--- src/rtl/param_stack_pkg.sv ---
// -----------------------------------------------------------------------------
// param_stack_pkg
// Shared definitions for the parametrised LIFO stack:
//   cw()  - width of the occupancy counter, able to hold 0..DEPTH
//   aw()  - width of a memory address, able to hold 0..DEPTH-1
//   op_e  - decode of the {push, pop} request pair
// -----------------------------------------------------------------------------
package param_stack_pkg;

    // Counter width: DEPTH itself must be representable, hence DEPTH+1.
    function automatic int cw(input int depth);
        return $clog2(depth + 1);
    endfunction

    // Address width: at least one bit so a 1-entry corner never yields [-1:0].
    function automatic int aw(input int depth);
        return (depth > 1) ? $clog2(depth) : 1;
    endfunction

    // Encoding is {push, pop} so the request pair casts straight onto it.
    typedef enum logic [1:0] {
        OP_NONE = 2'b00,
        OP_POP  = 2'b01,
        OP_PUSH = 2'b10,
        OP_REPL = 2'b11
    } op_e;

endpackage : param_stack_pkg

--- src/rtl/param_stack_if.sv ---
// -----------------------------------------------------------------------------
// param_stack_if
// Producer/consumer bundle of the LIFO stack.
//   master : drives data_in, push, pop, flush, clr_err; observes status/data
//   slave  : the stack itself; the mirror image of master
// Signals:
//   data_in      word to push
//   push/pop     requests ({1,1} = replace top)
//   flush        empty the stack in one cycle
//   clr_err      clear sticky overflow/underflow
//   data_out     last popped word (registered), data_valid its strobe
//   top          combinational peek of top entry, 0 when empty
//   count        occupancy 0..DEPTH
//   full/empty/almost_full/almost_empty  decodes of count
//   overflow/underflow  sticky error flags
// -----------------------------------------------------------------------------
interface param_stack_if #(
    parameter int WIDTH = 4,
    parameter int DEPTH = 8
);
    import param_stack_pkg::*;

    localparam int CW = cw(DEPTH);

    logic [WIDTH-1:0] data_in;
    logic             push;
    logic             pop;
    logic             flush;
    logic             clr_err;
    logic [WIDTH-1:0] data_out;
    logic             data_valid;
    logic [WIDTH-1:0] top;
    logic [CW-1:0]    count;
    logic             full;
    logic             empty;
    logic             almost_full;
    logic             almost_empty;
    logic             overflow;
    logic             underflow;

    modport master (
        output data_in, push, pop, flush, clr_err,
        input  data_out, data_valid, top, count, full, empty,
               almost_full, almost_empty, overflow, underflow
    );

    modport slave (
        input  data_in, push, pop, flush, clr_err,
        output data_out, data_valid, top, count, full, empty,
               almost_full, almost_empty, overflow, underflow
    );

endinterface : param_stack_if

--- src/rtl/param_stack_mem.sv ---
// -----------------------------------------------------------------------------
// stack_mem
// DEPTH x WIDTH register array backing the stack.
//   clk    rising-edge clock
//   we     write enable (synchronous)
//   waddr  write address, wdata write data
//   raddr  read address, rdata asynchronous read data
// Addresses at or above DEPTH (possible when DEPTH is not a power of two)
// write nothing and read back zero.
// -----------------------------------------------------------------------------
module stack_mem #(
    parameter int WIDTH = 4,
    parameter int DEPTH = 8,
    parameter int AW    = 3
) (
    input  logic             clk,
    input  logic             we,
    input  logic [AW-1:0]    waddr,
    input  logic [WIDTH-1:0] wdata,
    input  logic [AW-1:0]    raddr,
    output logic [WIDTH-1:0] rdata
);

    logic [WIDTH-1:0] mem_q [DEPTH];

    // NOTE: storage arrays get no reset; only the occupancy count decides
    // which entries are meaningful, so clearing the array would be wasted logic.
    always_ff @(posedge clk) begin
        if (we && (int'(waddr) < DEPTH)) begin
            mem_q[waddr] <= wdata;
        end
    end

    assign rdata = (int'(raddr) < DEPTH) ? mem_q[raddr] : '0;

endmodule : stack_mem

--- src/rtl/param_stack.sv ---
// -----------------------------------------------------------------------------
// param_stack
// Parametrised LIFO with occupancy count, almost-full/almost-empty thresholds,
// combinational top-of-stack peek, registered pop output with valid strobe,
// sticky overflow/underflow flags and single-cycle flush.
//   clk  rising-edge clock
//   rst  synchronous active-high reset (discards all entries)
//   bus  param_stack_if.slave carrying data, requests and status
// Per-cycle priority: rst > flush > {push, pop}.
// -----------------------------------------------------------------------------
module param_stack
    import param_stack_pkg::*;
#(
    parameter int WIDTH    = 4,
    parameter int DEPTH    = 8,
    parameter int AF_LEVEL = DEPTH - 1,
    parameter int AE_LEVEL = 1
) (
    input  logic          clk,
    input  logic          rst,
    param_stack_if.slave  bus
);

    localparam int CW = cw(DEPTH);
    localparam int AW = aw(DEPTH);

    // Out-of-range configuration stops elaboration.
    if (WIDTH < 1) begin : g_bad_width
        $error("param_stack: WIDTH must be >= 1");
    end
    if (DEPTH < 2) begin : g_bad_depth
        $error("param_stack: DEPTH must be >= 2");
    end
    if ((AF_LEVEL < 1) || (AF_LEVEL > DEPTH)) begin : g_bad_af
        $error("param_stack: AF_LEVEL must be in 1..DEPTH");
    end
    if ((AE_LEVEL < 0) || (AE_LEVEL > DEPTH - 1)) begin : g_bad_ae
        $error("param_stack: AE_LEVEL must be in 0..DEPTH-1");
    end

    // State
    logic [CW-1:0]    count_q,    count_d;
    logic [WIDTH-1:0] data_out_q, data_out_d;
    logic             valid_q,    valid_d;
    logic             ovf_q,      ovf_d;
    logic             unf_q,      unf_d;

    // Memory port signals
    logic             we;
    logic [AW-1:0]    waddr;
    logic [WIDTH-1:0] wdata;
    logic [AW-1:0]    top_addr;
    logic [AW-1:0]    push_addr;
    logic [WIDTH-1:0] rdata;

    logic             full;
    logic             empty;
    op_e              op;

    // Status decodes straight off the registered count.
    assign full  = (count_q == CW'(DEPTH));
    assign empty = (count_q == '0);

    // The count itself is the stack pointer: next free slot is mem[count],
    // top entry is mem[count-1]. When empty the top address wraps to an
    // arbitrary value, but its read data is masked below.
    assign push_addr = AW'(count_q);
    assign top_addr  = AW'(count_q - CW'(1));

    stack_mem #(
        .WIDTH (WIDTH),
        .DEPTH (DEPTH),
        .AW    (AW)
    ) u_mem (
        .clk   (clk),
        .we    (we & ~rst),
        .waddr (waddr),
        .wdata (wdata),
        .raddr (top_addr),
        .rdata (rdata)
    );

    assign op = op_e'({bus.push, bus.pop});

    always_comb begin
        // NOTE: every signal written here gets a default first, so no path
        // through the case can leave one unassigned and infer a latch.
        count_d    = count_q;
        data_out_d = data_out_q;
        valid_d    = 1'b0;
        // Clear first; an error raised below in the same cycle overrides it.
        ovf_d      = ovf_q & ~bus.clr_err;
        unf_d      = unf_q & ~bus.clr_err;
        we         = 1'b0;
        waddr      = push_addr;
        wdata      = bus.data_in;

        if (bus.flush) begin
            count_d = '0;
        end else begin
            case (op)
                OP_NONE: ;
                OP_PUSH: begin
                    if (full) begin
                        ovf_d = 1'b1;
                    end else begin
                        we      = 1'b1;
                        count_d = count_q + CW'(1);
                    end
                end
                OP_POP: begin
                    if (empty) begin
                        unf_d = 1'b1;
                    end else begin
                        data_out_d = rdata;
                        valid_d    = 1'b1;
                        count_d    = count_q - CW'(1);
                    end
                end
                OP_REPL: begin
                    if (empty) begin
                        // Nothing to pop: behaves as a plain push into slot 0.
                        we      = 1'b1;
                        count_d = CW'(1);
                    end else begin
                        // Swap top: old value out, new value in, count kept.
                        data_out_d = rdata;
                        valid_d    = 1'b1;
                        we         = 1'b1;
                        waddr      = top_addr;
                    end
                end
                default: ;
            endcase
        end
    end

    // NOTE: sequential state uses non-blocking assignments so every register
    // samples the pre-edge values regardless of statement order.
    always_ff @(posedge clk) begin
        if (rst) begin
            count_q    <= '0;
            data_out_q <= '0;
            valid_q    <= 1'b0;
            ovf_q      <= 1'b0;
            unf_q      <= 1'b0;
        end else begin
            count_q    <= count_d;
            data_out_q <= data_out_d;
            valid_q    <= valid_d;
            ovf_q      <= ovf_d;
            unf_q      <= unf_d;
        end
    end

    assign bus.count        = count_q;
    assign bus.full         = full;
    assign bus.empty        = empty;
    assign bus.almost_full  = (count_q >= CW'(AF_LEVEL));
    assign bus.almost_empty = (count_q <= CW'(AE_LEVEL));
    assign bus.top          = empty ? '0 : rdata;
    assign bus.data_out     = data_out_q;
    assign bus.data_valid   = valid_q;
    assign bus.overflow     = ovf_q;
    assign bus.underflow    = unf_q;

endmodule : param_stack

--- src/flat_wrapper.sv ---
// flat-port wrapper written by rule: the top's interface ports become plain ports
module param_stack_flat import param_stack_pkg::*;
#(
    parameter int WIDTH    = 4,
    parameter int DEPTH    = 8,
    parameter int AF_LEVEL = DEPTH - 1,
    parameter int AE_LEVEL = 1
)
  (clk, rst, bus_data_in, bus_push, bus_pop, bus_flush, bus_clr_err, bus_data_out, bus_data_valid, bus_top, bus_count, bus_full, bus_empty, bus_almost_full, bus_almost_empty, bus_overflow, bus_underflow);
  param_stack_if #(.WIDTH(WIDTH), .DEPTH(DEPTH)) bus_i ();
  input  logic clk;
  input  logic rst;
  input wire logic [$bits(bus_i.data_in)-1:0] bus_data_in;
  input wire logic [$bits(bus_i.push)-1:0] bus_push;
  input wire logic [$bits(bus_i.pop)-1:0] bus_pop;
  input wire logic [$bits(bus_i.flush)-1:0] bus_flush;
  input wire logic [$bits(bus_i.clr_err)-1:0] bus_clr_err;
  output wire logic [$bits(bus_i.data_out)-1:0] bus_data_out;
  output wire logic [$bits(bus_i.data_valid)-1:0] bus_data_valid;
  output wire logic [$bits(bus_i.top)-1:0] bus_top;
  output wire logic [$bits(bus_i.count)-1:0] bus_count;
  output wire logic [$bits(bus_i.full)-1:0] bus_full;
  output wire logic [$bits(bus_i.empty)-1:0] bus_empty;
  output wire logic [$bits(bus_i.almost_full)-1:0] bus_almost_full;
  output wire logic [$bits(bus_i.almost_empty)-1:0] bus_almost_empty;
  output wire logic [$bits(bus_i.overflow)-1:0] bus_overflow;
  output wire logic [$bits(bus_i.underflow)-1:0] bus_underflow;
  assign bus_i.data_in = bus_data_in;
  assign bus_i.push = bus_push;
  assign bus_i.pop = bus_pop;
  assign bus_i.flush = bus_flush;
  assign bus_i.clr_err = bus_clr_err;
  assign bus_data_out = bus_i.data_out;
  assign bus_data_valid = bus_i.data_valid;
  assign bus_top = bus_i.top;
  assign bus_count = bus_i.count;
  assign bus_full = bus_i.full;
  assign bus_empty = bus_i.empty;
  assign bus_almost_full = bus_i.almost_full;
  assign bus_almost_empty = bus_i.almost_empty;
  assign bus_overflow = bus_i.overflow;
  assign bus_underflow = bus_i.underflow;
  param_stack #(.WIDTH(WIDTH), .DEPTH(DEPTH), .AF_LEVEL(AF_LEVEL), .AE_LEVEL(AE_LEVEL)) u_core (.clk(clk), .rst(rst), .bus(bus_i));
endmodule
--- config.mk ---
export PLATFORM = sky130hd
export DESIGN_NAME = param_stack_flat
export DESIGN_NICKNAME = d
export VERILOG_FILES = /design/src/rtl/param_stack_pkg.sv /design/src/rtl/param_stack_if.sv /design/src/rtl/param_stack_mem.sv /design/src/rtl/param_stack.sv /design/src/flat_wrapper.sv
export SDC_FILE = /design/constraint.sdc
export NUM_CORES = 1
export LEC_CHECK = 0
export BUFFER_PORTS_ARGS = -buffer_cell sky130_fd_sc_hd__buf_2
export CORE_MARGIN = 2
export CORE_UTILIZATION = 45
export DETAILED_ROUTE_END_ITERATION = 8
export MAX_ROUTING_LAYER = met4
export PLACE_DENSITY_LB_ADDON = 0.1
export SLEW_MARGIN = 25
export SYNTH_ARGS = -nofsm -noshare
export SYNTH_HDL_FRONTEND = slang
export SYNTH_HIERARCHICAL = 1
export SYNTH_SLANG_ARGS = --single-unit
--- constraint.sdc ---
create_clock -name clk -period 2.95 [get_ports clk]
set_input_delay 0.1475 -clock clk [delete_from_list [all_inputs] [get_ports clk]]
set_output_delay 0.1475 -clock clk [all_outputs]
set_load 0.01 [all_outputs]
==> key figures <==
Placement
  • Final GP Congestion: between 0.8 and 0.9
  • IO Port Bufs: 28
  • Post-detail-place hpwl: 3010 um
  • Place WS: 0.381 ns

Global routing
  • Antenna violations before repair: 0
  • All-Layer GR Usage: between 10% and 20%
  • Global-route wire length before repair: ~6500 um
  • Vias in the first global route: approximately 1,300
  • Pin count of the biggest net entering global routing: 15
  • Grt total ovfl: 0

Worst setup path
  • CP max stage cell: dfxtp_1
  • CP startpoint: u_core/bus.count[1]
  • Worst Path Buf+Inv: 2
  • R2R setup slack: roughly 0.36 ns
  • Worst R2R Path Depth: 8
  • R2r endpoint: u_core/u_mem/mem_q[6][0]
  • Critical path launch point type: flip-flop
  • Max incr delay on CP: ~0.44 ns
  • CP Cell Sequence: inv_1, ha_1, xor2_2, mux4_1, mux2_2, nor2b_1, buf_2
  • Critical path peak fanout: 9
  • Crit path arrival time: 2.52 ns
  • Worst path required time: around 2.8 ns
  • Crit path max-delay family: multiplexers
  • WS Path Type: flip-flop to output port
  • CP Capture Type: output port
  • CP endpoint: bus_top[1]
  • Crit path depth: 7
  • Reg-to-Reg Start: u_core/bus.count[1]

Drt
  • Detailed Route WL: 4000 um
  • Final ANT Viol Nets: 0
  • Residual DRC: 0
  • First-pass iteration count of the detailed router: 4
  • Routed via count: 1,304
  • Drt wl/cell: around 17 um
  • DRT iter0 DRCs: between 60 and 70
  • Via-per-instance ratio: approximately 5.5

Clock tree
  • Clock slew at reported path FFs: about 0.08 ns
  • CTS tree: built
  • Deepest clock path buffer count: 2
  • Number of buffers added for setup after CTS: 0
  • Sink Count: between 40 and 50
  • CTS buffer count: 5
  • CTS root buf: clkbuf_8
  • Post-CTS sizing: 0
  • Post-CTS Hold Buffers: 0
  • Clock Latency Late Sink: roughly 0.29 ns
  • H-tree levels: 2

Yosys
  • Cells after synthesis: between 150 and 200
  • Number of synthesized flops with an enable pin: 32
  • Biggest area consumer among synthesized cells: edfxtp_1
  • Synthesized flop and latch total: 43
  • Top_reg_cell synth: edfxtp_1
  • FFs w/ async S/R, synth: 0%
  • Mapped Nets: roughly 170
  • Top cell type's share of synthesized area: between 40% and 50%
  • Post-synthesis instance area: a little over 2000 sq um
  • Yosys warns: 6
  • Netlist cell types: 37
  • Mapped Avg Cell Area: between 10 and 15 sq um
  • Synth top area cells: edfxtp_1 47%, dfxtp_1 11%, mux4_1 10%
  • Seq/Total Area, Yosys: between 50% and 60%

Floorplan
  • Die height: between 70 and 80 um
  • Io pins: 29
  • Core area: roughly 4400 sq um
  • Chip width: roughly 71 um
  • Die area: about 5000 sq um
  • FP Rows: 24
  • Starting Density: 46.9%

Min path
  • Hold Path Class: primary input to flip-flop
  • Worst hold path depth: 1

Outcome
  • Status: finished, final reports clean

Timing
  • Max frequency: about 380 MHz
  • Final hold vios: 0
  • Slew of the pin with the lowest slew margin: roughly 0.52 ns
  • Max-slew headroom: 64.9%
  • Final max-slew violation count: 0
  • PnR worst setup slack: around 0.29 ns
  • Crit share post-route: between 90 and 100%
  • Worst Clk Skew: ~0.0012 ns
  • Setup TNS: 0 ns
  • Final Critical Period: around 2.7 ns
  • Unrepaired setup endpoints after global routing: false
  • Setup violators final: 0

Flow run
  • MaxCap Viol Count: 0

Cells and area
  • Filler cell count in the final layout: about 380
  • Area Overhead vs Synth: 14.4%
  • Layout cells sized above 1: 25.5%
  • Diode count: 0
  • Nets: 196
  • Post-Route Utilization: about 54%

Power
  • LEAKAGE: approximately 0.90 nW
  • VDD IR max: 0.291 mV
  • Pwr/cell area: 547 nW/um^2
-- cell usage after synthesis, types with 2 or more instances --
cell type and n:
xnor2_1 2, nand2b_1 6, ha_1 3, mux2i_1 5, mux2_2 5, nor4_1 3, nor2b_1 7, inv_1 6
edfxtp_1 32, buf_4 2, nand2_1 7, or3_1 2, dfxtp_1 11, nor2_1 22, buf_6 2, nor3_1 4
a21oi_1 5, clkbuf_1 3, mux4_1 8
-- worst min path at each step --
| stage | startpoint | end | slack, ns |
|---|---|---|---|
| floorplan | bus_data_in[0] | u_core/u_mem/mem_q[0][0] | 0.25 |
| global placement | bus_data_in[0] | u_core/u_mem/mem_q[5][0] | 0.45 |
| detailed placement | bus_data_in[0] | u_core/u_mem/mem_q[1][0] | 0.45 |
| CTS | bus_data_in[0] | u_core/u_mem/mem_q[1][0] | 0.14 |
| global route | bus_data_in[0] | u_core/u_mem/mem_q[3][0] | 0.15 |
| finish | bus_data_in[0] | u_core/u_mem/mem_q[1][0] | 0.15 |
-- power by group --
part / switching [mW] / internal (mW) / total [mW]
Sequential: 0.00704 / 0.657 / 0.664
Clock: 0.195 / 0.252 / 0.447
Combinational: 0.0910 / 0.0751 / 0.166
Total: 0.293 / 0.984 / 1.28
-- through the flow --
| step | cell area [sq um] | hold slack (ns) | power [mW] | cells |
|---|---|---|---|---|
| 3_3_place_gp | 2220 | 0.450 | 0.842 | 228 |
| 2_1_floorplan | 2040 | 0.246 | 0.792 | 153 |
| 6_report | 2330 | 0.146 | 1.28 | 236 |
| 5_1_grt | 2330 | 0.147 | 1.34 | 236 |
| 4_1_cts | 2330 | 0.140 | 1.29 | 236 |
| 3_5_place_dp | 2220 | 0.450 | 0.843 | 228 |
-- layout by cell type, fill, tap and decap left out, drive strengths merged, types with 2 or more instances in the layout --
cell,count
a2111oi,2
a21oi,5
and2,2
buf,31
clkbuf,5
dfxtp,11
edfxtp,32
ha,3
inv,7
mux2,5
mux2i,5
mux4,8
nand2,7
nand2b,6
nor2,22
nor2b,7
nor3,5
nor4,3
or3,2
xnor2,2
-- per-layer routing --
metal  track usage (%)  part of all wire (%)  vias to the layer above
met5                 -                     0                        -
met4              7.76                   1.4                        0
met3              4.78                   5.2                        7
met2              27.8                    49                       44
met1              21.0                    44                      622
li1                  -                     -                      631
-- area by class of cell --
class                           instances  area, sq um  share of cell area, %
Inverter                                6         22.5                  0.965
Sequential cell                        43         1180                   50.6
Timing Repair Buffer                   31          163                   6.97
Clock buffer                            5         68.8                   2.95
Tap cell                               52         65.1                   2.79
Clock inverter                          3         42.5                   1.82
Multi-Input combinational cell         96          792                   33.9
-- sequential cells by signal, indices dropped and copies added, names as in the netlist --
name	count
u_core/bus.data_valid	1
u_core/bus.count	4
u_core/bus.data_out	4
u_core/bus.underflow	1
u_core/u_mem/mem_q	32
u_core/bus.overflow	1
-- logic make-up (layout without fill, tap and decap cells) --
| family | count (synthesis) | after routing | share of synthesized area, % |
|---|---|---|---|
| muxes | 18 | 18 | 15.5 |
| buffers and inverters | 14 | 45 | 3.68 |
| AOI/OAI and AO/OA | 16 | 16 | 5.76 |
| adders and majority gates | 3 | 3 | 1.84 |
| and+or+nand+nor | 56 | 56 | 14.0 |
| xor gates and xnor gates | 3 | 3 | 1.29 |
| DFF | 43 | 43 | 57.9 |
Note: power is estimated with default switching activity, not from simulation.
